## src/rtl/pid_pkg.sv

```systemverilog
// pid_pkg: shared widths, FSM state encoding and saturation helpers for the PID term scheduler
package pid_pkg;
   localparam int E_W    = 6;
   localparam int K_W    = 6;
   localparam int OP_W   = 8;
   localparam int PROD_W = 14;
   localparam int SUM_W  = 16;
   typedef enum logic [2:0] {IDLE, CAPTURE, MUL_P, MUL_I, MUL_D, SUM} state_e;
   function automatic logic signed [5:0] sat6(input logic signed [SUM_W-1:0] x);
      return (x > 16'sd31) ? 6'b011111 : (x < -16'sd32) ? 6'b100000 : x[5:0];
   endfunction
   function automatic logic signed [7:0] sat8(input logic signed [8:0] x);
      return (x > 9'sd127) ? 8'h7f : (x < -9'sd128) ? 8'h80 : x[7:0];
   endfunction
endpackage

```

## src/rtl/pid_term_scheduler_mul.sv

```systemverilog
// shared_rep_mul: iterative signed x unsigned multiplier, adds a once per cycle b times
// Ports: clk_i/rst_i/ena_i clock, sync reset, clock enable; load_i starts a product of
// a_i (8-bit signed) by b_i (6-bit unsigned); done_o is high for the single cycle prod_o is final.
module shared_rep_mul
   import pid_pkg::*;
(
   input  logic                     clk_i,
   input  logic                     rst_i,
   input  logic                     ena_i,
   input  logic                     load_i,
   input  logic signed [OP_W-1:0]   a_i,
   input  logic        [K_W-1:0]    b_i,
   output logic                     done_o,
   output logic signed [PROD_W-1:0] prod_o
);
   logic signed [OP_W-1:0]   a_q;
   logic        [K_W-1:0]    cnt_q;
   logic signed [PROD_W-1:0] acc_q;
   logic                     run_q;
   always_ff @(posedge clk_i) begin
      if (rst_i) begin
         a_q   <= '0;
         cnt_q <= '0;
         acc_q <= '0;
         run_q <= 1'b0;
      end else if (ena_i) begin
         if (load_i) begin
            a_q   <= a_i;
            cnt_q <= b_i;
            acc_q <= '0;
            run_q <= 1'b1;
         end else if (run_q && cnt_q != '0) begin
            acc_q <= acc_q + PROD_W'(a_q);
            cnt_q <= cnt_q - K_W'(1);
         end else begin
            run_q <= 1'b0;
         end
      end
   end
   // Done once the count is exhausted, so b=0 finishes one cycle after load.
   assign done_o = run_q && cnt_q == '0;
   assign prod_o = acc_q;
endmodule

```

## src/rtl/pid_term_scheduler.sv

```systemverilog
// pid_term_scheduler: PID controller sequencing P, I and D terms through one shared multiplier
// Ports: clk_i/rst_i/ena_i clock, sync reset, clock enable; start_i sample request with error e_i;
// k_p_i/k_i_i/k_d_i gains latched at capture; clear_int_i zeroes the integral when idle;
// busy_o high while not idle; u_o saturated control output with u_valid_o pulse; integ_o integral.
module pid_term_scheduler
   import pid_pkg::*;
#(
   parameter int OUT_SHIFT = 0
) (
   input  logic                  clk_i,
   input  logic                  rst_i,
   input  logic                  ena_i,
   input  logic                  start_i,
   input  logic signed [E_W-1:0] e_i,
   input  logic        [K_W-1:0] k_p_i,
   input  logic        [K_W-1:0] k_i_i,
   input  logic        [K_W-1:0] k_d_i,
   input  logic                  clear_int_i,
   output logic                  busy_o,
   output logic signed [E_W-1:0] u_o,
   output logic                  u_valid_o,
   output logic signed [7:0]     integ_o
);
   state_e                   state_q, state_d;
   logic signed [E_W-1:0]    e_cap_q, e_cap_d, e_prior_q, e_prior_d, u_q, u_d;
   logic signed [6:0]        diff_q, diff_d;
   logic signed [7:0]        integ_q, integ_d;
   logic        [K_W-1:0]    kp_q, kp_d, ki_q, ki_d, kd_q, kd_d;
   logic signed [PROD_W-1:0] p_prod_q, p_prod_d, i_prod_q, i_prod_d, d_prod_q, d_prod_d;
   logic                     u_valid_q, u_valid_d;
   logic                     mul_load, mul_done;
   logic signed [OP_W-1:0]   mul_a;
   logic        [K_W-1:0]    mul_b;
   logic signed [PROD_W-1:0] mul_prod;
   logic signed [SUM_W-1:0]  sum;
   shared_rep_mul u_mul (
      .clk_i  (clk_i),
      .rst_i  (rst_i),
      .ena_i  (ena_i),
      .load_i (mul_load),
      .a_i    (mul_a),
      .b_i    (mul_b),
      .done_o (mul_done),
      .prod_o (mul_prod)
   );
   always_comb begin
      state_d   = state_q;
      e_cap_d   = e_cap_q;
      e_prior_d = e_prior_q;
      diff_d    = diff_q;
      integ_d   = integ_q;
      kp_d      = kp_q;
      ki_d      = ki_q;
      kd_d      = kd_q;
      p_prod_d  = p_prod_q;
      i_prod_d  = i_prod_q;
      d_prod_d  = d_prod_q;
      u_d       = u_q;
      u_valid_d = 1'b0;
      mul_load  = 1'b0;
      mul_a     = '0;
      mul_b     = '0;
      sum       = SUM_W'(p_prod_q) + SUM_W'(i_prod_q) + SUM_W'(d_prod_q);
      case (state_q)
         IDLE: begin
            if (start_i) begin
               e_cap_d = e_i;
               state_d = CAPTURE;
            end else if (clear_int_i) begin
               integ_d = '0;
            end
         end
         CAPTURE: begin
            diff_d    = 7'(e_cap_q) - 7'(e_prior_q);
            integ_d   = sat8(9'(integ_q) + 9'(e_cap_q));
            e_prior_d = e_cap_q;
            kp_d      = k_p_i;
            ki_d      = k_i_i;
            kd_d      = k_d_i;
            mul_load  = 1'b1;
            mul_a     = OP_W'(e_cap_q);
            mul_b     = k_p_i;
            state_d   = MUL_P;
         end
         MUL_P: begin
            if (mul_done) begin
               p_prod_d = mul_prod;
               mul_load = 1'b1;
               mul_a    = integ_q;
               mul_b    = ki_q;
               state_d  = MUL_I;
            end
         end
         MUL_I: begin
            if (mul_done) begin
               i_prod_d = mul_prod;
               mul_load = 1'b1;
               mul_a    = OP_W'(diff_q);
               mul_b    = kd_q;
               state_d  = MUL_D;
            end
         end
         MUL_D: begin
            if (mul_done) begin
               d_prod_d = mul_prod;
               state_d  = SUM;
            end
         end
         SUM: begin
            u_d       = sat6(sum >>> OUT_SHIFT);
            u_valid_d = 1'b1;
            state_d   = IDLE;
         end
         default: state_d = IDLE;
      endcase
   end
   always_ff @(posedge clk_i) begin
      if (rst_i) begin
         state_q   <= IDLE;
         e_cap_q   <= '0;
         e_prior_q <= '0;
         diff_q    <= '0;
         integ_q   <= '0;
         kp_q      <= '0;
         ki_q      <= '0;
         kd_q      <= '0;
         p_prod_q  <= '0;
         i_prod_q  <= '0;
         d_prod_q  <= '0;
         u_q       <= '0;
         u_valid_q <= 1'b0;
      end else begin
         // The pulse register runs every cycle so a frozen SUM cannot leave it stuck high.
         u_valid_q <= ena_i & u_valid_d;
         if (ena_i) begin
            state_q   <= state_d;
            e_cap_q   <= e_cap_d;
            e_prior_q <= e_prior_d;
            diff_q    <= diff_d;
            integ_q   <= integ_d;
            kp_q      <= kp_d;
            ki_q      <= ki_d;
            kd_q      <= kd_d;
            p_prod_q  <= p_prod_d;
            i_prod_q  <= i_prod_d;
            d_prod_q  <= d_prod_d;
            u_q       <= u_d;
         end
      end
   end
   assign busy_o    = state_q != IDLE;
   assign u_o       = u_q;
   assign u_valid_o = u_valid_q & ena_i;
   assign integ_o   = integ_q;
endmodule

```

## config.mk

```make
export PLATFORM = sky130hd
export DESIGN_NAME = pid_term_scheduler
export DESIGN_NICKNAME = d
export VERILOG_FILES = /design/src/rtl/pid_pkg.sv /design/src/rtl/pid_term_scheduler_mul.sv /design/src/rtl/pid_term_scheduler.sv
export SDC_FILE = /design/constraint.sdc
export NUM_CORES = 1
export LEC_CHECK = 0
export BUFFER_PORTS_ARGS = -buffer_cell sky130_fd_sc_hd__buf_2
export CAP_MARGIN = 20
export CORE_MARGIN = 5
export CORE_UTILIZATION = 60
export DETAILED_ROUTE_END_ITERATION = 8
export HOLD_SLACK_MARGIN = 0.05
export PLACE_DENSITY = 0.79
export SLEW_MARGIN = 15
export SYNTH_ARGS = -nofsm -noshare
export SYNTH_HDL_FRONTEND = slang
export SYNTH_SLANG_ARGS = --single-unit
```

## constraint.sdc

```tcl
create_clock -name clk_i -period 10.48 [get_ports clk_i]
set_clock_uncertainty 0.1 [all_clocks]
set_input_delay 1.048 -clock clk_i [delete_from_list [all_inputs] [get_ports clk_i]]
set_output_delay 1.048 -clock clk_i [all_outputs]
set_load 0.01 [all_outputs]
```

; ---- After elaboration in Yosys (flattened, before gate mapping)
; Cells that the tools add are included.
[op_classes]
add_sub_neg = 6
magnitude_cmp = 4
n_eq_ne = 12
n_mux = 27
bitwise = 2
n_reduce_logical = 20
[ops]
columns = cell, n
row1 = 2-to-1 mux 8 bit, 6
row2 = 2-to-1 mux 6 bit, 6
row3 = 2-to-1 mux 14 bit, 2
row4 = case mux 8 bit (3 select lines), 1
row5 = case mux 6 bit (3 select lines), 1
row6 = adder 15 x 14 -> 16 bit, 1
row7 = "greater-than comparator 16 x 6 -> 1 bit, second input constant", 1
row8 = "< comparator 16 x 6 -> 1 bit, second input constant", 1
row9 = case mux 8 bit (2 select lines), 1
row10 = adder 14 x 14 -> 15 bit, 1
row11 = case mux 3 bit (5 select lines), 1
row12 = adder 14 x 8 -> 14 bit, 1
row13 = "inequality test 2 bit, second input constant", 7
row14 = 2-to-1 mux 3 bit, 4
row15 = AND reduction 3 bit, 4
row16 = AND reduction 2 bit, 5
row17 = adder 8 x 6 -> 9 bit, 1
row18 = "greater-than comparator 9 x 8 -> 1 bit, second input constant", 1
row19 = "< comparator 9 x 8 -> 1 bit, second input constant", 1
row20 = subtractor 6 x 6 -> 7 bit, 1
row21 = "== test 3 x 2 -> 1 bit, second input constant", 2
row22 = "== test 3 bit, second input constant", 2
row23 = zero test 6 bit, 1
row24 = nonzero test 6 bit, 1
row25 = 12 further kinds, 18
[word_totals]
register_bits = 120
input_bits = 29
out_inout_bits = 16
elab_cells = 87

; ---- Logic depth before layout (Yosys ltp)
[depth]
ltp_word = 6
mapped_depth = 13
depth_no_buf = 13

; ---- By module
; Synthesis repeated with hierarchy kept, for this count alone.
[unflattened]
hier_cells = 868
area_unflattened_um2 = 6971.7
[by_module_without_submodules]
columns = module, n_inst, cells_each, area_each_um2, seq_area_each_um2
row1 = pid_term_scheduler, 1, 638, 5154.9, 1821.7
row2 = shared_rep_mul, 1, 230, 1816.7, 580.6

; ---- Worst setup path after synthesis
; No wires, ideal clock.
[synth_path]
path_type = register to register
start = register p_prod_q[1]
end = register u_q[0] (netlist: u_o[0])
setup_time_ps = 139
arrival_ps = 3168
required_ps = 10241
setup_slack_ps = 7073
stages_incl_launch_ff = 14
path_buffers = 0
period_less_slack_ps = 3407
path_cell_list = dfxtp_1 -> inv_1 -> fa_1 -> inv_1 -> ha_1 -> fa_1 -> a21o_1 -> a21oi_1 -> xnor2_1 -> nor4b_1 -> o21ai_0 -> or4b_4 -> o31ai_4 -> o32ai_1
[synth_via]
elab_chain_len = 5
word_cells_on_any_way = 6
classes_between = 2 x add/sub / 2 x order compare / 2 x mux
[synth_rtl]
columns = item, line
row1 = from (decl), pid_term_scheduler.sv:29  ; logic signed [PROD_W-1:0] p_prod_q, p_prod_d, i_prod_q, i_prod_d, d_prod_q, d_prod_d;
row2 = from (signal assigned), pid_term_scheduler.sv:144  ; p_prod_q <= p_prod_d;
row3 = adder 14 x 14 -> 15 bit (*), pid_term_scheduler.sv:63  ; sum = SUM_W'(p_prod_q) + SUM_W'(i_prod_q) + SUM_W'(d_prod_q);
row4 = adder 15 x 14 -> 16 bit (*), pid_term_scheduler.sv:63
row5 = < comparator 16 x 6 -> 1 bit, pid_pkg.sv:10  ; return (x > 16'sd31) ? 6'b011111 : (x < -16'sd32) ? 6'b100000 : x[5:0];
row6 = 2-to-1 mux 6 bit, pid_pkg.sv:10
row7 = 2-to-1 mux 6 bit (*), pid_pkg.sv:10
row8 = to (signal assigned), pid_term_scheduler.sv:147  ; u_q <= u_d;
row9 = to (decl), pid_term_scheduler.sv:25  ; logic signed [E_W-1:0] e_cap_q, e_cap_d, e_prior_q, e_prior_d, u_q, u_d;
; Every way passes the cells marked *; elsewhere a longest branch is shown, timed or not.
; A chain may end at the register's enable or synchronous reset.

; ---- Worst setup path in the final report
[layout_path]
start = register p_prod_q[1]
end = register u_q[2] (netlist: u_o[2])
; The elaborated chain is that of the path after synthesis.

==> impl_summary.md <==
Global routing
The number of antenna violations at the first check in global routing came to 0. The via count of the first global-routing pass was 6414. The remaining global-route overflow is 0. The largest net degree at the start of global routing is 106. The wire length of the first global-routing pass is roughly 30000 um. Across every metal layer, demand over resource in global routing totals 0.2587.

Worst hold path
The sink of the worst hold path is u_o[5]. Along the worst hold path, the cell count comes to 2. The startpoint identified for the worst hold timing path is u_o[5]. The tightest min-delay check is of the reg -> reg type.

Pwr
The leakage power is 3.071 nW. The worst-case IR drop observed on VDD is 119.3 uV. The power density relative to cell area is 142.6 mW/mm2.

Setup path
In this run the critical register-to-register path is captured at u_o[2]. The number of buffers and inverters on the critical path is 2. The timing startpoint of the critical path is p_prod_q[1].

The signal on the critical path passes through inv_1 > fa_1 > inv_1 > ha_1 > fa_1 > a21o_1 > a21oi_1 > xnor2_1 > nor4b_1 > o21ai_0 > or4b_4 > o31ai_4 > o32ai_1. Broken down by cell family, the worst path's largest delay share belongs to adder cells. The worst register-to-register path begins at p_prod_q[1].

For the worst flop-to-flop path, the logic depth is 13. The reg2reg setup slack is 6.73 ns. The worst setup path is launched from a flop. The worst setup path is captured at a flop. The largest fanout on the critical path is 5. The critical path is of the reg -> reg type.

On the critical path, the stage with the largest delay is an instance of sky130_fd_sc_hd__or4b_4. The peak per-stage delay on the critical path is roughly 0.55 ns. The data arrival time of the critical path is between 3 and 4 ns. The critical path data required time is 10.63 ns.

Clock network
In this run the number of H-tree levels came out at 4. The number of gates resized after cts is 0. Clock latency on the worst-skew pair, taken at its later pin, is approximately 0.4 ns. The number of buffers added to fix hold violations after cts is 0. Clock-pin slew was measured on the worst setup and hold paths at 0.05 ns. The clock drives 120 sinks. The number of buffers added by the clock tree synthesis step is 17. The post-CTS repair timing setup buffer count is 0.

The CTS tree is built. The root cell of the clock tree is sky130_fd_sc_hd__clkbuf_16. The number of buffers between clock root and the deepest sink is 2.

STA
The setup TNS is 0 ns. The final critical path time including I/O delays and setup is 3.745 ns. The normalized max-slew margin is 0.2573.

At the pin with the least slew margin, the transition time is approximately 1.1 ns. The portion of the clock cycle consumed by the worst path in the final layout is 0.3574. Setup repair after global routing left no endpoint under its margin. The total count of hold-check failures in the final report came to 0.

Once routing completed, OpenROAD measured the worst setup slack at 6.735 ns. The max-slew violation count is 0. The number of setup violations in the final report is 0. Timing would allow up to about 0.27 GHz.

Synthesis
The dominant cell type by area after synthesis is sky130_fd_sc_hd__dfxtp_1. In this run, synthesis inferred 0 flip-flops with an integrated enable. Counting flops with an async set or reset pin after synthesis yields a share of 0.

sky130_fd_sc_hd__nand2_1 is the most common cell in the netlist. By count the netlist is led by sky130_fd_sc_hd__nand2_1, sky130_fd_sc_hd__dfxtp_1, sky130_fd_sc_hd__a21oi_1. Counting every net in the synthesized netlist gives between 900 and 1000. The count of state elements after synthesis is 120. In the post-synthesis netlist, the biggest area contributors are sky130_fd_sc_hd__dfxtp_1, sky130_fd_sc_hd__nand2_1, sky130_fd_sc_hd__ha_1, sky130_fd_sc_hd__a21oi_1, sky130_fd_sc_hd__fa_1. The count of unique library cells instantiated by Yosys is between 60 and 70. The mapped netlist covers 0.006912 mm2.

The count of synthesis-stage warnings from yosys is 0. The number of instances in the synthesized netlist is 855. The share of synthesized area in the top cell type comes to 0.3476. The average cell area after synthesis is 8.084 um2. The most used flip-flop cell after synthesis is sky130_fd_sc_hd__dfxtp_1. The share of the Yosys chip area taken by registers is 0.3476.

Status
The run finished with clean final reports.

Layout
The fraction of layout cells with a size suffix above 1 is 0.1090. The repair_antennas step left the layout with diodes totalling 0. After the flow finishes, the layout carries non-filler instances totaling roughly 1000. The synthesis-to-layout area growth is 11.51%. The number of fillers in the final layout is 931. The number of nets in the layout is 969. The footprint of the multi-input gates is 0.004178 mm2. Summing all flip-flop and latch instances after layout gives 0.002402 mm2.

Run
The number of violations of the max-capacitance limit is 0.

Drt
In this run the remaining antenna-violating nets after routing total 0. The count of unresolved DRC violations after routing is 0. For this run, the detailed router's first-pass iteration total came to 5. Using the TritonRoute via totals, the vias-per-cell ratio works out to 6.118. The number of vias in the routed layout is 6320. Wires add up to 17510 um. Dividing the detail-routed wire length by the instance count gives about 17 um. For this block, the initial DRC count from the detailed router was 400.

Placed design
The cell total after placement is 1003. The final estimated routing congestion in global placement is 0.9305. Once detailed placement completed, the half-perimeter wirelength came to 12040 um. In this run the tool buffered the top-level ports with 44 buffer cells. At the placement stage, the worst setup path has a slack of between 6 and 7 ns.

Floorplan
After floorplanning, the core was divided into 39 placement rows. The die covers around 0.014 mm2. The initial utilization of the core area, before any placement, comes to 0.6079. The total core area is 0.01137 mm2. The horizontal die dimension is 117.3 um. The die is 117.3 um tall. The number of top-level pins is 45.
[worst reg2reg max path: stages (launching register included)]
cell                      delay [ns]
sky130_fd_sc_hd__dfxtp_1        0.33
sky130_fd_sc_hd__inv_1          0.06
sky130_fd_sc_hd__fa_1           0.54
sky130_fd_sc_hd__inv_1          0.04
sky130_fd_sc_hd__ha_1           0.24
sky130_fd_sc_hd__fa_1           0.41
sky130_fd_sc_hd__a21o_1         0.19
sky130_fd_sc_hd__a21oi_1        0.18
sky130_fd_sc_hd__xnor2_1        0.11
sky130_fd_sc_hd__nor4b_1        0.24
sky130_fd_sc_hd__o21ai_0        0.15
sky130_fd_sc_hd__or4b_4         0.55
sky130_fd_sc_hd__o31ai_4        0.30
sky130_fd_sc_hd__o32ai_1        0.15
[how the worst max path moves through the flow]
stage | end | slack [ns] | cells past startpoint
after floorplan | u_o[0] | 7.07 | 13
after global placement | u_o[1] | 6.86 | 13
after detailed placement | u_o[0] | 6.78 | 13
after CTS | u_o[2] | 6.74 | 13
after global routing | u_o[2] | 6.53 | 13
final | u_o[2] | 6.73 | 13
[cells in the final DEF, fill, tap and decap left out, types with 7 or more instances in the layout]
cell type / netlist / final
sky130_fd_sc_hd__clkbuf_16: 0 / 17
sky130_fd_sc_hd__buf_4: 0 / 7
sky130_fd_sc_hd__xnor2_1: 16 / 16
sky130_fd_sc_hd__inv_1: 36 / 36
sky130_fd_sc_hd__nand2b_1: 7 / 7
sky130_fd_sc_hd__a21oi_1: 102 / 102
sky130_fd_sc_hd__and3_1: 9 / 9
sky130_fd_sc_hd__nor3_1: 21 / 21
sky130_fd_sc_hd__mux2i_1: 7 / 7
sky130_fd_sc_hd__nand2_1: 167 / 167
sky130_fd_sc_hd__fa_1: 18 / 18
sky130_fd_sc_hd__a211oi_1: 8 / 8
sky130_fd_sc_hd__nor2_1: 69 / 69
sky130_fd_sc_hd__a221oi_1: 10 / 10
sky130_fd_sc_hd__nor2b_1: 14 / 14
sky130_fd_sc_hd__o21ai_0: 27 / 27
sky130_fd_sc_hd__nand3_1: 14 / 14
sky130_fd_sc_hd__xor2_1: 7 / 7
sky130_fd_sc_hd__a22o_1: 12 / 12
sky130_fd_sc_hd__dfxtp_1: 120 / 120
sky130_fd_sc_hd__ha_1: 42 / 42
sky130_fd_sc_hd__buf_2: 3 / 43
[cell type report]
type / count / share of cell area
repair buffers: 50 / 0.03474
clock inverters: 4 / 0.009091
well taps: 143 / 0.02321
flip-flops and latches: 120 / 0.3117
inverters: 36 / 0.01753
multi-input cells: 655 / 0.5420
clock buffers: 25 / 0.06169
[power breakdown]
group          switching [W]  total [W]  internal (W)  leakage (nW)
clock network       0.000191   0.000548      0.000357         0.267
logic              0.0000459  0.0000776     0.0000317          1.84
registers         0.00000923   0.000473      0.000464         0.969
[cell families after synthesis]
family / Yosys count / share of synthesized area
AND/OR/NAND/NOR: 336 / 0.2176
AO/OA/AOI/OAI: 228 / 0.2178
flip-flops: 120 / 0.3476
buffers and inverters: 80 / 0.04797
adder cells (fa/ha/maj): 60 / 0.1282
XOR/XNOR: 23 / 0.02915
multiplexers: 8 / 0.01177
[flip-flops by register name, summed over array words and instances, names as in the netlist]
name / flops
d_prod_q: 14
i_prod_q: 14
p_prod_q: 14
u_mul.prod_o: 14
integ_o: 8
u_mul.a_q: 8
diff_q: 7
e_cap_q: 6
e_prior_q: 6
kd_q: 6
ki_q: 6
u_mul.cnt_q: 6
u_o: 6
state_q: 3
u_mul.run_q: 1
u_valid_q: 1
[through the flow]
| step | utilization | hold WS [ns] | area (um2) | total power (W) |
|---|---|---|---|---|
| global placement | 0.6293 | 0.3389 | 7154 | 0.0005558 |
| finish | 0.6779 | 0.3489 | 7707 | 0.001099 |
| detailed placement | 0.6293 | 0.3459 | 7154 | 0.0005588 |
| global route | 0.6779 | 0.3755 | 7707 | 0.001133 |
| CTS | 0.6772 | 0.3507 | 7700 | 0.001099 |
| floorplan | - | 0.3316 | 6912 | 0.0005374 |
[routing by layer]
layer  vias to the layer above  track usage  wire length, um
met2                       202       0.4494             8860
met5                         -            0                0
met4                         0       0.1305              623
met1                      3014       0.2987             7240
met3                        58      0.05486              785
li1                       3046            -                -
Note: power is estimated with default switching activity, not from simulation.
